==> config.mk <==
export PLATFORM = sky130hd
export DESIGN_NAME = glue_logic_ws
export DESIGN_NICKNAME = d
export VERILOG_FILES = /design/src/rtl/glue_logic_ws.sv
export SDC_FILE = /design/constraint.sdc
export NUM_CORES = 1
export LEC_CHECK = 0
export ABC_AREA = 1
export BUFFER_PORTS_ARGS = -buffer_cell sky130_fd_sc_hd__buf_2
export CORE_UTILIZATION = 50
export CTS_BUF_LIST = sky130_fd_sc_hd__clkbuf_2 sky130_fd_sc_hd__clkbuf_4 sky130_fd_sc_hd__clkbuf_8
export CTS_CLUSTER_SIZE = 16
export DETAILED_ROUTE_END_ITERATION = 6
export PLACE_DENSITY = 0.88
export SYNTH_ARGS = -nofsm -noshare
export SYNTH_HDL_FRONTEND = slang
export SYNTH_SLANG_ARGS = --single-unit
==> constraint.sdc <==
create_clock -name clk -period 2.09 [get_ports clk]
set_input_delay 0.418 -clock clk [delete_from_list [all_inputs] [get_ports clk]]
set_output_delay 0.418 -clock clk [all_outputs]
set_load 0.02 [all_outputs]
==> src/rtl/glue_logic_ws.sv <==
// Clocked memory-map decoder: registered one-hot chip selects for ROM / RAM banks / VRAM,
// per-region wait states before a one-cycle ready pulse, and an error pulse for ROM writes.
module glue_logic_ws #(
   parameter int                ADDR_W  = 20,
   parameter int                N_RAM   = 4,
   parameter logic [ADDR_W-1:0] ROM_TOP = 20'h03FFF,
   parameter logic [ADDR_W-1:0] VR_BASE = 20'hF0000,
   parameter int                WS_W    = 4,
   parameter int                WS_ROM  = 2,
   parameter int                WS_RAM  = 0,
   parameter int                WS_VR   = 1
) (
   input  logic              clk,
   input  logic              reset,
   input  logic              req,
   input  logic              we,
   input  logic [ADDR_W-1:0] addr,
   output logic              cs_rom,
   output logic [N_RAM-1:0]  cs_ram,
   output logic              cs_vr,
   output logic              ready,
   output logic              err,
   output logic              busy
);

   localparam int RB = $clog2(N_RAM);

   typedef enum logic [1:0] {
      IDLE   = 2'd0,
      ACCESS = 2'd1,
      ERROR  = 2'd2
   } state_t;

   state_t            state_q, state_d;
   logic [WS_W-1:0]   cnt_q, cnt_d;
   logic              cs_rom_q, cs_rom_d;
   logic [N_RAM-1:0]  cs_ram_q, cs_ram_d;
   logic              cs_vr_q, cs_vr_d;
   logic              ready_q, ready_d;
   logic              err_q, err_d;
   logic              busy_q, busy_d;

   logic              is_rom_s;
   logic              is_vr_s;
   logic [RB-1:0]     bank_s;
   logic [WS_W-1:0]   ws_s;

   // Address decode in priority order ROM > VRAM > RAM, plus the region's wait-state count
   always_comb begin
      is_rom_s = (addr <= ROM_TOP);
      is_vr_s  = (addr >= VR_BASE) && !is_rom_s;
      bank_s   = addr[ADDR_W-1 -: RB];
      if (is_rom_s) begin
         ws_s = WS_W'(WS_ROM);
      end else if (is_vr_s) begin
         ws_s = WS_W'(WS_VR);
      end else begin
         ws_s = WS_W'(WS_RAM);
      end
   end

   // Next-state and next-output logic; ready/err/busy are computed one cycle early so they leave flops
   always_comb begin
      state_d  = state_q;
      cnt_d    = cnt_q;
      cs_rom_d = cs_rom_q;
      cs_ram_d = cs_ram_q;
      cs_vr_d  = cs_vr_q;
      ready_d  = 1'b0;
      err_d    = 1'b0;
      case (state_q)
         IDLE: begin
            if (req) begin
               if (we && is_rom_s) begin
                  state_d = ERROR;
                  err_d   = 1'b1;
               end else begin
                  state_d  = ACCESS;
                  cnt_d    = ws_s;
                  cs_rom_d = is_rom_s;
                  cs_vr_d  = is_vr_s;
                  if (is_rom_s || is_vr_s) begin
                     cs_ram_d = '0;
                  end else begin
                     cs_ram_d = N_RAM'(1) << bank_s;
                  end
                  ready_d = (ws_s == '0);
               end
            end else begin
               state_d = IDLE;
            end
         end
         ACCESS: begin
            if (cnt_q != '0) begin
               cnt_d   = cnt_q - WS_W'(1);
               ready_d = (cnt_q == WS_W'(1));
            end else begin
               state_d  = IDLE;
               cs_rom_d = 1'b0;
               cs_ram_d = '0;
               cs_vr_d  = 1'b0;
            end
         end
         ERROR: begin
            state_d = IDLE;
         end
         default: begin
            state_d  = IDLE;
            cnt_d    = '0;
            cs_rom_d = 1'b0;
            cs_ram_d = '0;
            cs_vr_d  = 1'b0;
         end
      endcase
      busy_d = (state_d != IDLE);
   end

   // State and output registers; reset aborts any access in flight
   always_ff @(posedge clk) begin
      if (reset) begin
         state_q  <= IDLE;
         cnt_q    <= '0;
         cs_rom_q <= 1'b0;
         cs_ram_q <= '0;
         cs_vr_q  <= 1'b0;
         ready_q  <= 1'b0;
         err_q    <= 1'b0;
         busy_q   <= 1'b0;
      end else begin
         state_q  <= state_d;
         cnt_q    <= cnt_d;
         cs_rom_q <= cs_rom_d;
         cs_ram_q <= cs_ram_d;
         cs_vr_q  <= cs_vr_d;
         ready_q  <= ready_d;
         err_q    <= err_d;
         busy_q   <= busy_d;
      end
   end

   assign cs_rom = cs_rom_q;
   assign cs_ram = cs_ram_q;
   assign cs_vr  = cs_vr_q;
   assign ready  = ready_q;
   assign err    = err_q;
   assign busy   = busy_q;

endmodule

== Yosys cells after proc, flatten, opt, wreduce, memory -nomap -nowiden ==
Index checks and enable logic that the tools add are counted.
Storage, ports and cells
  input bits: 24
  latch bits: 0
  output and inout bits: 9
  register bits: 15
  word-level logic and storage cells: 60
  bits in read-only memories: 0
  memories: 0
  RAM bits: 0
Cells by class
  eq/ne operators: 7
  shifts and indexed selects: 1
  bitwise operators: 3
  reductions and logical operators: 11
  $add $sub $neg: 1
  divide/modulo/power cells: 0
  mux-type cells: 27
  $mul: 0
  order comparisons: 2
Operators with widths (number)
  two-way mux 4 bit: 7
  case mux 4 bit (3 select lines): 2
  greater-or-equal comparator 20 bit, second input constant: 1
  <= comparator 20 x 14 -> 1 bit, second input constant: 1
  two-way mux 1 bit: 10
  two-way mux 2 bit: 4
  != test 2 bit, second input constant: 4
  AND reduction 4 bit: 2
  case mux 1 bit (3 select lines): 2
  equality test 4 x 1 -> 1 bit, second input constant: 1
  zero test 4 bit: 1
  case mux 2 bit (2 select lines): 1
  nonzero test 4 bit: 1
  left shift 1 x 2 -> 4 bit, first input constant: 1
  subtractor 4 x 1 -> 4 bit, second input constant: 1
  inverter 1 bit: 3
  OR reduction 3 bit: 1
  equality test 2 x 1 -> 1 bit, second input constant: 1
  equality test 2 bit, second input constant: 1
  logical AND 1 bit: 2
  zero test 2 bit: 1
  case mux 1 bit (2 select lines): 1
  nonzero test 2 bit: 1
  zero test 1 bit: 1
  logical OR 1 bit: 1

== Longest topological paths before layout ==
Gate-level depths: netlist of run 1.
  depth in word-level cells: 9
  mapped depth: 9
  mapped depth without buffers: 9

== Worst setup path after synthesis of run 1 ==
No wires, ideal clock.
  path kind: reg2reg
  start point: register cnt_q[0]
  end point: register cs_ram_q[0] (netlist: cs_ram[0])
  period minus slack after synthesis: 1.249 ns
  setup slack: 0.841 ns
  stages on the path, launching flop included: 9
  path buffers: 0
  arrival: 1.135 ns
  setup time: 0.114 ns
  required time: 1.976 ns
  path through: dfxtp_1 > inv_1 > ha_1 > nand2_1 > nand2_1 > nand2_1 > nand2_4 > nor2_1 > nor2_2
Between the ends
  longest elaborated chain between the ends: 3
Ends and longest elaborated chain
  start: declaration: line 35  | logic [WS_W-1:0] cnt_q, cnt_d;
  start signal: assignment: line 131  | cnt_q <= cnt_d;
  nonzero test 4 bit: line 94  | if (cnt_q != '0) begin
  != test 2 bit (no line)
  AND reduction 4 bit (no line)
  end signal: assignment: line 133  | cs_ram_q <= cs_ram_d;
  end: declaration: line 37  | logic [N_RAM-1:0] cs_ram_q, cs_ram_d;
No other way between the ends.
A chain may end at the register's enable or synchronous reset.

== Worst setup path in the final report of run 1 ==
  start point: register cnt_q[0]
  end point: register cs_rom_q (netlist: cs_rom)
Between the ends
  longest elaborated chain between the ends: 3
Ends and longest elaborated chain
  nonzero test 4 bit: line 94
  != test 2 bit (no line)
  AND reduction 4 bit (no line)
  end signal: assignment: line 132  | cs_rom_q <= cs_rom_d;
  end: declaration: line 36  | logic cs_rom_q, cs_rom_d;
No other way between the ends.

==> impl_metrics.toml, run 1 <==
[outcome]
outcome = "complete, no violations"

[layout]
fin_nets = 156
diodes = 0
final_area_um2 = 963
multiInputGateArea_um2 = 483
finalCoreUtilization_pct = 63.2
fillers = 149
drive_gt1_share_pct = 32.8
area_delta_synth_final_pct = 16.1
ff_latch_area_um2 = 300

[timing]
timing.fmax_ghz = 0.706
finalSetupTns_ps = 0
period_needed_ps = 1420
hold_viol = 0
slew_viol_final = 0
finalClockSkew_ps = 8.24
rsz0062_at_grt = "no"
fin_crit_sh_pct = 67.8
worstMarginPinSlew_ps = 265
max-slew-margin-rel_pct = 82.4
finalSetupViolCount = 0
hold_ws_ps = 424

[hold_path]
hold_path_class = "in2reg"
hold_path_depth = 3

[global_routing]
gr-total-overflow = 0
grt_pass1_wl_um = 2670
track_usage_pct = 19.5
grt_max_degree = 11
antenna_found_initial = 0
grt_pass1_vias = 664

[logic_synthesis]
synth-seq-cells = 15
synthCells = 107
synth_area_per_cell_um2 = 7.75
seq_area_frac_synth_pct = 36.2
ys_warn_count = 0
synth_fp_nets = 134
yosysUniqueCellTypes = 25
syn-cell-area_um2 = 830

[floorplan]
core_area_um2 = 1520
die_w_um = 42.7
rows = 14
initial_core_util_pct = 54.4
die_h_um = 42.7
die-area_um2 = 1830
ios = 33

[clock_tree]
tritoncts = "built"
h-tree-depth = 1
postCtsSetupBuffers = 0
path_clk_slew_ps = 90
cts.sinks = 15
insertion_delay_ps = 290
ctsLongestPathBuffers = 2
ctsHoldBuffers = 0
cts_resized = 0
clockRootBuffer = "clkbuf_4"
numCtsBuffers = 3

[placement]
postPlaceCellArea_um2 = 936
routabilityCongestion = 0.800
io_buffers = 18
hpwl_um = 1320

[critical_path]
cp.required_ps = 2280
crit_type = "reg2reg"
endpoint_kind = "flip-flop"
reg2regPathDepth = 8
start_kind = "flip-flop"
reg2reg_slack_ps = 670
critical_path.max_fanout = 10
critical_path_arrival_ps = 1610

[route]
num_vias = 756
drt-total-wl_um = 1650
first_iter_violations = 9
routedWlPerCell_um = 11.5
drc = 0
ant_nets = 0
vias_per_cell = 5.25
first_pass_iters = 4

[job]
cap_violations = 0

[power]
leakage_nw = 0.462
peakVddDrop_mv = 0.334
powerDensity_nw_per_um2 = 685
[routing by layer]
layer,GRT usage (%),part of all wire (%)
met5,0,0
met2,33.9,49
met4,9.38,1.6
met3,3.83,2.7
met1,22.4,47
[layout by cell type (no fill, tap or decap), drive strengths merged]
| cell type | count |
|---|---|
| nor2 | 18 |
| o21ai | 4 |
| clkbuf | 3 |
| inv | 10 |
| o22ai | 1 |
| a21oi | 6 |
| clkinv | 2 |
| dfxtp | 15 |
| xnor2 | 1 |
| nor3 | 4 |
| nand3 | 9 |
| nand2 | 28 |
| ha | 3 |
| buf | 18 |
| nand4 | 4 |
| a21o | 2 |
[critical path, stage by stage (launching register included)]
cell and delay, ps:
dfxtp_1 380, inv_1 120, ha_1 210, nand2_1 120, nand2_1 70, nand2_1 140
nand2_4 110, nor2_1 130, nor2_2 50
[logic make-up after synthesis]
family / count (synthesis) / synth area share, %
and+or+nand+nor: 63 / 42.7
DFF: 15 / 36.2
AOI/OAI and AO/OA: 13 / 9.95
buffers and inverters: 12 / 5.58
adders and majority gates: 3 / 4.53
xor gates and xnor gates: 1 / 1.06
[cell type report]
| type | count | area share, % |
|---|---|---|
| multi-input combinational | 80 | 50.1 |
| sequential | 15 | 31.2 |
| timing repair buffer | 18 | 9.35 |
| inverter | 11 | 4.42 |
| clock buffer | 3 | 2.34 |
| tap | 16 | 2.08 |
| clock inverter | 1 | 0.519 |
[worst paths after layout]
kind | endpoint | start
setup / recovery | cs_rom | cnt_q[0]
hold / removal | err | req
setup reg to reg | cs_rom | cnt_q[0]
hold reg to reg | cs_ram[1] | cs_ram[1]
[power by group]
part	switching, mW	total [mW]	internal, mW
logic	0.113	0.174	0.0616
registers	0.0142	0.320	0.306
clock network	0.0938	0.165	0.0711
[state kept, by name, indices dropped and copies added, names as in the netlist]
| name | cells |
|---|---|
| cs_vr | 1 |
| cs_ram | 4 |
| cnt_q | 4 |
| err | 1 |
| busy | 1 |
| cs_rom | 1 |
| state_q | 2 |
| ready | 1 |
[Yosys cell counts (all sizes together)]
cell type	n	share of area [%]
inv	10	4.5
nand4	4	4.8
clkbuf	1	0.45
a21o	2	1.8
a21oi	6	4.5
xnor2	1	1.1
o21ai	4	2.9
nand2	28	18
nor2	18	12
clkinv	1	0.60
nor3	4	3.0
nand3	9	5.4
ha	3	4.5
dfxtp	15	36
o22ai	1	0.75
[per-stage QoR]
step | worst slack (ps) | instances | power, mW
after floorplan | 841 | 107 | 0.454
after global placement | 702 | 140 | 0.494
after detailed placement | 679 | 140 | 0.502
after CTS | 680 | 144 | 0.668
after global routing | 562 | 144 | 0.701
final | 673 | 144 | 0.660
Note: power is estimated with default switching activity, not from simulation.
==> run 2: changes to the inputs <==
- CORE_UTILIZATION: 50 -> 49
- PLACE_DENSITY: 0.88 -> 0.87
- clock period: 2.09 -> 1.4 ns (I/O delays scaled with it)
==> run 2 against run 1 <==
- first-iteration DRC count increased by 44%
- critical path depth unchanged
- clock skew decreased by 3.5 ps
- die area increased by 2.0%
- maximum frequency increased by 5.7%
- cell count increased by 0.69%
- total power increased by 53%
- clock power increased by 57%
- critical endpoint is now cnt_q[3]
==> impl_metrics.toml, run 2 (synthesized netlist as in run 1, its figures left out) <==
[route]
num_vias = 754
drc = 0
first_pass_iters = 5
first_iter_violations = 13
vias_per_cell = 5.20
routedWlPerCell_um = 11.5
ant_nets = 0
drt-total-wl_um = 1670

[timing]
finalSetupTns_ps = 0
slew_viol_final = 0
period_needed_ps = 1340
worstMarginPinSlew_ps = 281
fin_crit_sh_pct = 95.8
max-slew-margin-rel_pct = 81.3
finalClockSkew_ps = 4.78
finalSetupViolCount = 0
timing.fmax_ghz = 0.746
worst_slack_ps = 58.9
hold_viol = 0
rsz0062_at_grt = "yes"

[power]
peakVddDrop_mv = 0.460
fin_total_pwr_mw = 1.01
leakage_nw = 0.468
power_frac_comb_pct = 26.6
clkPwrFrac_pct = 25.7
power.switching_mw = 0.346
seqPwrFrac_pct = 47.7
powerDensity_nw_per_um2 = 1030
p_int_mw = 0.660
switching_share_pct = 34.4

[layout]
area_delta_synth_final_pct = 17.6
diodes = 0
fillers = 133
fin_nets = 157
finalCoreUtilization_pct = 63.3
drive_gt1_share_pct = 35.7
layout_common_cells = "nand2_1, buf_2, dfxtp_1, nor2_1"
mostFrequentLayoutCell = "nand2_1"

[critical_path]
critical_path_arrival_ps = 1590
worstPathCellList = "inv_1 > ha_1 > nand2_1 > o21ai_2 > nand2_4 > nand2_1 > nand2_1 > nor2_1"
timing.rr.end = "cnt_q[3]"
endpoint_kind = "flip-flop"
crit_type = "reg2reg"
timing.rr.start = "cnt_q[1]"
start_kind = "flip-flop"
cp.required_ps = 1640
reg2regPathDepth = 8
reg2reg_slack_ps = 60
path_common_cell = "nand2_1"
cp_num_buf_inv = 1
crit_family = "simple AND/OR/NAND/NOR gates"
max_stage_delay_ps = 340
critical_path.max_fanout = 5
crit_slowest_cell = "dfxtp_2"

[hold_path]
holdPathEnd = "state_q[1]"
hold_path_class = "in2reg"
hold_path_depth = 3
holdCritStartpoint = "req"

[clock_tree]
cts.sinks = 15
path_clk_slew_ps = 90
cts_resized = 0
tritoncts = "built"
ctsLongestPathBuffers = 2
numCtsBuffers = 3
clockRootBuffer = "clkbuf_4"
postCtsSetupBuffers = 0
h-tree-depth = 1
ctsHoldBuffers = 0
insertion_delay_ps = 300

[global_routing]
grt_max_degree = 11
grt_pass1_vias = 660
gr-total-overflow = 0
track_usage_pct = 19.3
antenna_found_initial = 0
grt_pass1_wl_um = 2750

[placement]
routabilityCongestion = 0.844
hpwl_um = 1260
io_buffers = 18
pre_cts_slack_ps = 43.6

[floorplan]
initial_core_util_pct = 53.8
rows = 14
core_area_um2 = 1540
die_w_um = 43.1
die_h_um = 43.1
die-area_um2 = 1860
ios = 33

[job]
cap_violations = 0

[outcome]
outcome = "complete, no violations"
## run 2: worst min-delay path: cells and delay by family
kind / cells / cell delay, ps
buffers and inverters: 1 / 110
AND/OR/NAND/NOR: 2 / 130
## run 2: per-stage QoR
stage | hold WS, ps | cells | cell area [um^2]
global route | 276 | 145 | 976
CTS | 257 | 145 | 971
floorplan | 440 | 107 | 830
detailed placement | 469 | 141 | 943
global placement | 457 | 141 | 943
finish | 258 | 145 | 976
## run 2: layout make-up
type,instances,area (um^2),area share [%]
inverter,11,42.5,4.36
clock buffer,3,22.5,2.31
multi-input combinational,80,485,49.7
timing repair buffer,19,97.6,10.0
clock inverter,1,5.00,0.513
tap,16,20.0,2.05
sequential,15,303,31.0
## run 2: worst max path at each step
stage | depth (start not counted) | endpoint | from | slack (ps)
detailed placement | 8 | cs_vr | cnt_q[0] | 40
finish | 8 | cnt_q[3] | cnt_q[1] | 60
global placement | 8 | cs_ram[0] | cnt_q[1] | 100
CTS | 9 | cs_vr | cnt_q[0] | 10
floorplan | 8 | cs_ram[0] | cnt_q[0] | 150
global route | 8 | cnt_q[3] | cnt_q[1] | -30
## run 2: power groups by stage
stage	Combinational, mW	Clock [mW]	Sequential, mW
floorplan	0.168	0	0.510
global placement	0.254	0	0.486
detailed placement	0.262	0	0.488
CTS	0.265	0.262	0.478
global route	0.298	0.275	0.483
finish	0.268	0.259	0.480
## run 2: metal layers
metal | track usage [%] | share of wire [%]
met1 | 26.1 | 48
met2 | 29.0 | 46
met3 | 1.70 | 4.4
met4 | 12.1 | 2.0
met5 | 0 | 0
